[src/rtl/moviment_controller_if.sv]
// Request/status bundle between a floor-request source and moviment_controller.
interface moviment_controller_if #(
  parameter int unsigned FLOOR_W = 2
);
  logic               req_valid;
  logic [FLOOR_W-1:0] req_target;
  logic               req_ready;
  logic               stop;
  logic [FLOOR_W-1:0] floor;
  logic               direction;
  logic               moving;
  logic               door_open;
  logic               arrived;
  logic               req_err;

  modport master (
    output req_valid, req_target, stop,
    input  req_ready, floor, direction, moving, door_open, arrived, req_err
  );

  modport slave (
    input  req_valid, req_target, stop,
    output req_ready, floor, direction, moving, door_open, arrived, req_err
  );
endinterface

[src/rtl/moviment_controller.sv]
// Single-car movement controller: accepts one target floor at a time while idle,
// travels floor by floor with a per-floor timer, then holds the door open.
module moviment_controller #(
  parameter int unsigned FLOORS        = 4,
  parameter int unsigned FLOOR_W       = $clog2(FLOORS),
  parameter int unsigned TRAVEL_CYCLES = 8,
  parameter int unsigned DOOR_CYCLES   = 4
) (
  input  logic                  clk,
  input  logic                  rst,
  moviment_controller_if.slave  bus
);

  localparam int unsigned TMAX = (TRAVEL_CYCLES > DOOR_CYCLES) ? TRAVEL_CYCLES : DOOR_CYCLES;
  localparam int unsigned TW   = (TMAX > 1) ? $clog2(TMAX) : 1;

  localparam logic [TW-1:0]    LP_TRAVEL_LOAD = TW'(TRAVEL_CYCLES - 1);
  localparam logic [TW-1:0]    LP_DOOR_LOAD   = TW'(DOOR_CYCLES - 1);
  localparam logic [FLOOR_W:0] LP_FLOORS      = (FLOOR_W + 1)'(FLOORS);

  typedef enum logic [1:0] {
    S_IDLE,
    S_MOVING,
    S_DOOR
  } state_t;

  state_t             r_state;
  logic [FLOOR_W-1:0] r_floor;
  logic [FLOOR_W-1:0] r_target;
  logic [TW-1:0]      r_timer;
  logic               r_direction;
  logic               r_moving;
  logic               r_door_open;
  logic               r_arrived;
  logic               r_req_err;

  logic               w_out_of_range;
  logic [FLOOR_W-1:0] w_step_floor;

  // Extra bit so FLOORS itself is representable when FLOORS is a power of two.
  assign w_out_of_range = ({1'b0, bus.req_target} >= LP_FLOORS);
  assign w_step_floor   = r_direction ? (r_floor + FLOOR_W'(1)) : (r_floor - FLOOR_W'(1));

  always_ff @(posedge clk) begin
    if (rst) begin
      r_state     <= S_IDLE;
      r_floor     <= '0;
      r_target    <= '0;
      r_timer     <= '0;
      r_direction <= 1'b1;
      r_moving    <= 1'b0;
      r_door_open <= 1'b0;
      r_arrived   <= 1'b0;
      r_req_err   <= 1'b0;
    end else begin
      r_arrived <= 1'b0;
      r_req_err <= 1'b0;
      case (r_state)
        S_IDLE: begin
          if (bus.req_valid) begin
            if (w_out_of_range) begin
              r_req_err <= 1'b1;
            end else if (bus.req_target == r_floor) begin
              r_state     <= S_DOOR;
              r_timer     <= LP_DOOR_LOAD;
              r_arrived   <= 1'b1;
              r_door_open <= 1'b1;
            end else begin
              r_direction <= (bus.req_target > r_floor);
              r_target    <= bus.req_target;
              r_timer     <= LP_TRAVEL_LOAD;
              r_state     <= S_MOVING;
              r_moving    <= 1'b1;
            end
          end
        end
        S_MOVING: begin
          if (!bus.stop) begin
            if (r_timer == '0) begin
              r_floor <= w_step_floor;
              if (w_step_floor == r_target) begin
                r_state     <= S_DOOR;
                r_timer     <= LP_DOOR_LOAD;
                r_arrived   <= 1'b1;
                r_moving    <= 1'b0;
                r_door_open <= 1'b1;
              end else begin
                r_timer <= LP_TRAVEL_LOAD;
              end
            end else begin
              r_timer <= r_timer - TW'(1);
            end
          end
        end
        S_DOOR: begin
          if (r_timer == '0) begin
            r_state     <= S_IDLE;
            r_door_open <= 1'b0;
          end else begin
            r_timer <= r_timer - TW'(1);
          end
        end
        default: begin
          r_state     <= S_IDLE;
          r_moving    <= 1'b0;
          r_door_open <= 1'b0;
        end
      endcase
    end
  end

  assign bus.req_ready = (r_state == S_IDLE);
  assign bus.floor     = r_floor;
  assign bus.direction = r_direction;
  assign bus.moving    = r_moving;
  assign bus.door_open = r_door_open;
  assign bus.arrived   = r_arrived;
  assign bus.req_err   = r_req_err;

endmodule

[src/flat_wrapper.sv]
// flat-port wrapper written by rule: the top's interface ports become plain ports
module moviment_controller_flat 
#(
  parameter int unsigned FLOORS        = 4,
  parameter int unsigned FLOOR_W       = $clog2(FLOORS),
  parameter int unsigned TRAVEL_CYCLES = 8,
  parameter int unsigned DOOR_CYCLES   = 4
)
  (clk, rst, bus_req_valid, bus_req_target, bus_stop, bus_req_ready, bus_floor, bus_direction, bus_moving, bus_door_open, bus_arrived, bus_req_err);
  moviment_controller_if #(.FLOOR_W(FLOOR_W)) bus_i ();
  input  logic clk;
  input  logic rst;
  input wire logic [$bits(bus_i.req_valid)-1:0] bus_req_valid;
  input wire logic [$bits(bus_i.req_target)-1:0] bus_req_target;
  input wire logic [$bits(bus_i.stop)-1:0] bus_stop;
  output wire logic [$bits(bus_i.req_ready)-1:0] bus_req_ready;
  output wire logic [$bits(bus_i.floor)-1:0] bus_floor;
  output wire logic [$bits(bus_i.direction)-1:0] bus_direction;
  output wire logic [$bits(bus_i.moving)-1:0] bus_moving;
  output wire logic [$bits(bus_i.door_open)-1:0] bus_door_open;
  output wire logic [$bits(bus_i.arrived)-1:0] bus_arrived;
  output wire logic [$bits(bus_i.req_err)-1:0] bus_req_err;
  assign bus_i.req_valid = bus_req_valid;
  assign bus_i.req_target = bus_req_target;
  assign bus_i.stop = bus_stop;
  assign bus_req_ready = bus_i.req_ready;
  assign bus_floor = bus_i.floor;
  assign bus_direction = bus_i.direction;
  assign bus_moving = bus_i.moving;
  assign bus_door_open = bus_i.door_open;
  assign bus_arrived = bus_i.arrived;
  assign bus_req_err = bus_i.req_err;
  moviment_controller #(.FLOORS(FLOORS), .FLOOR_W(FLOOR_W), .TRAVEL_CYCLES(TRAVEL_CYCLES), .DOOR_CYCLES(DOOR_CYCLES)) u_core (.clk(clk), .rst(rst), .bus(bus_i));
endmodule
[config.mk]
export PLATFORM = sky130hd
export DESIGN_NAME = moviment_controller_flat
export DESIGN_NICKNAME = d
export VERILOG_FILES = /design/src/rtl/moviment_controller_if.sv /design/src/rtl/moviment_controller.sv /design/src/flat_wrapper.sv
export SDC_FILE = /design/constraint.sdc
export NUM_CORES = 1
export LEC_CHECK = 0
export ABC_CLOCK_PERIOD_IN_PS = 3250
export CAP_MARGIN = 30
export CORE_ASPECT_RATIO = 0.9
export CORE_MARGIN = 3
export CORE_UTILIZATION = 45
export DETAILED_ROUTE_END_ITERATION = 6
export PLACE_DENSITY_LB_ADDON = 0.05
export SKIP_CTS_REPAIR_TIMING = 1
export SYNTH_ARGS = -nofsm -noshare
export SYNTH_HDL_FRONTEND = slang
export SYNTH_SLANG_ARGS = --single-unit
export TNS_END_PERCENT = 10
[constraint.sdc]
create_clock -name clk -period 3.25 [get_ports clk]
set_input_delay 0.975 -clock clk [delete_from_list [all_inputs] [get_ports clk]]
set_output_delay 0.975 -clock clk [all_outputs]
set_load 0.005 [all_outputs]
==> results.py <==
metrics = {
    "run_status": {
        "status": "completed",
    },
    "routing": {
        "antenna_left": 0,
        "via_per_inst": 5.66,
        "drt-pass1-iter-count": 5,
        "drcViolationCount": 0,
        "detail_route.iter0.violations": 25,
        "wire_per_inst_um": 13.8,
        "wl_um": 1980,
        "vias": 809,
    },
    "floorplan": {
        "fp-row-count": 14,
        "dieArea_sq_um": 2630,
        "die_h_um": 48.9,
        "coreArea_sq_um": 1800,
        "boundaryPins": 14,
        "die_w_um": 53.7,
        "initial_utilization": 0.511,
    },
    "critical_path": {
        "crit_type": "reg2out",
        "rrSetupSlack_ns": 1.27,
        "required_ns": 2.27,
        "cp_max_fo": 8,
        "path_cells": "inv_1, ha_1, clkdlybuf4s50_1",
        "start_kind": "register",
        "ff2ff_path_depth": 6,
        "r2r_start": "u_core.r_state[0]",
        "end_kind": "output pin",
        "worst_r2r_endpoint": "u_core.r_timer[2]",
        "cpMaxStageDelayCell": "clkdlybuf4s50_1",
        "critPathMaxStageDelay_ns": 0.56,
        "cp.arrival_ns": 1.61,
    },
    "logic_synthesis": {
        "async_reset_ff_frac": 0,
        "synth-xor-area-share": 0.0638,
        "syn-instance-count": 106,
        "yosys.area_share.adder": 0.109,
        "avgSynthCellArea_sq_um": 8.70,
        "ys_ff_latch": 13,
        "synth_nets": 120,
        "synth_compound_area_frac": 0.254,
        "synth_cell_types": 36,
        "seq_area_frac_synth": 0.282,
        "synthMuxAreaShare": 0.0638,
        "yosysWarnings": 0,
        "yosys.area_share.simple": 0.163,
        "synth_edf_count": 0,
        "yosys_most_used_dff": "dfxtp_1",
        "synth_top_family_by_area": "compound AO/OA/AOI/OAI gates",
        "netlist_area_sq_um": 922,
    },
    "cts": {
        "cts_sinks": 13,
        "cts_tree": "built",
        "path_clk_slew_ns": 0.08,
        "clock_latency_ns": 0.28,
        "htreeDepth": 1,
        "cts_inserted_buffers": 3,
        "cts_max_path_buffers": 2,
        "clockRootBuffer": "clkbuf_4",
    },
    "power_and_ir_drop": {
        "power_mw": 0.920,
        "leakage_nw": 0.453,
        "power_density_nw_per_um2": 849,
        "ir_drop_mv": 0.600,
    },
    "worst_hold_path": {
        "hold_class": "reg2reg",
        "min_to": "u_core.bus.moving",
        "hold_path_depth": 2,
        "hold_path.startpoint": "u_core.bus.moving",
    },
    "timing": {
        "timing.setup.tns_ns": 0,
        "worstMarginPinSlew_ns": 0.622,
        "fin_worst_skew_ns": 0.00290,
        "period_share": 0.796,
        "max_freq_mhz": 386,
        "hold_violations": 0,
        "worst_slew_margin_rel": 0.580,
        "finalCriticalPeriod_ns": 2.59,
        "finalMaxSlewViolations": 0,
        "rsz0062_at_grt": "no",
        "setup_viol": 0,
    },
    "place": {
        "post-dp-hpwl_um": 1510,
        "place_inst": 139,
        "place.gp.congestion": 0.898,
        "port_buffers": 12,
    },
    "finish": {
        "drive_gt1_frac": 0.0588,
        "areaGrowthSynthToFinish_pct": 17.5,
        "fin_cells": 143,
        "nNetsFinal": 134,
        "final_common_cell": "dfxtp_1",
        "diodes": 0,
        "final_util": 0.601,
        "layout_common_cells": "dfxtp_1, nor2_1, clkdlybuf4s50_1, inv_1, ha_1",
    },
    "global_routing": {
        "grt_pass1_wl_um": 3430,
        "antenna_found_initial": 0,
        "grt_pass1_vias": 758,
        "grt_use_total": 0.176,
        "overflow": 0,
        "grt_max_degree": 15,
    },
    "job": {
        "cap_viol_max_count": 0,
    },
}
registers in the layout (all words and copies together), names as in the netlist:
name,count
u_core.r_target,2
u_core.bus.direction,1
u_core.bus.door_open,1
u_core.bus.moving,1
u_core.bus.arrived,1
u_core.bus.floor,2
u_core.r_timer,3
u_core.r_state,2
worst max-delay path: cells and delay by family (launching register included):
kind / cells / cell delay [ns]
fa+ha+maj: 1 / 0.33
flops: 1 / 0.33
buf+inv: 2 / 0.67
power by group:
part	internal (mW)	total [mW]	switching, mW
sequential	0.209	0.251	0.0418
clock	0.0477	0.102	0.0546
combinational	0.265	0.567	0.302
metal layers:
metal | up-vias | global-route usage | part of all wire
li1 | 407 | - | -
met1 | 378 | 0.250 | 0.49
met2 | 20 | 0.238 | 0.45
met3 | 4 | 0.0673 | 0.048
met4 | 0 | 0.0596 | 0.016
met5 | - | 0 | 0
cells in the mapped netlist, types with 2 or more instances:
| master | instances | area [sq um] |
|---|---|---|
| nand2b_1 | 4 | 25.0 |
| nor2b_1 | 4 | 25.0 |
| a211o_1 | 2 | 17.5 |
| nor2_1 | 12 | 45.0 |
| a21oi_1 | 3 | 15.0 |
| o21a_1 | 2 | 15.0 |
| dfxtp_1 | 13 | 260 |
| mux2i_1 | 3 | 30.0 |
| o21ai_0 | 3 | 15.0 |
| o2111ai_1 | 3 | 26.3 |
| nand2_1 | 5 | 18.8 |
| xnor2_1 | 4 | 35.0 |
| nand3_1 | 3 | 15.0 |
| ha_1 | 8 | 100 |
| a311oi_1 | 2 | 17.5 |
| a211oi_1 | 3 | 22.5 |
| clkbuf_1 | 2 | 7.51 |
| o22ai_1 | 2 | 12.5 |
| inv_1 | 11 | 41.3 |
stage by stage:
stage / hold WS [ns] / setup slack (ns) / area, sq um
floorplan: 0.464 / 1.14 / 922
global placement: 0.459 / 0.567 / 1060
detailed placement: 0.469 / 0.521 / 1060
CTS: 0.480 / 0.648 / 1080
global route: 0.494 / 0.509 / 1080
finish: 0.476 / 0.662 / 1080
worst max-delay path by stage:
stage | from | to | slack (ns) | cells after the start
final | u_core.r_state[0] | bus_req_ready | 0.66 | 3
after global routing | u_core.r_state[0] | bus_req_ready | 0.51 | 3
after CTS | u_core.r_state[0] | bus_req_ready | 0.65 | 3
after detailed placement | bus_req_target[0] | u_core.bus.moving | 0.52 | 7
after global placement | bus_req_target[0] | u_core.bus.moving | 0.57 | 7
after floorplan | bus_req_target[0] | u_core.bus.moving | 1.14 | 6
cells by family after synthesis:
| family | after synthesis |
|---|---|
| AOI/OAI and AO/OA | 29 |
| buffers and inverters | 14 |
| muxes | 5 |
| and+or+nand+nor | 31 |
| adders and majority gates | 8 |
| DFF | 13 |
| xor gates and xnor gates | 5 |
| other | 1 |
area by class of cell:
type                            count  area [sq um]
Inverter                           11          41.3
Sequential cell                    13           260
Fill cell                         167           721
Clock buffer                        4          26.3
Timing Repair Buffer               12           120
Tap cell                           24          30.0
Multi-Input combinational cell     79           606
Note: power is estimated with default switching activity, not from simulation.
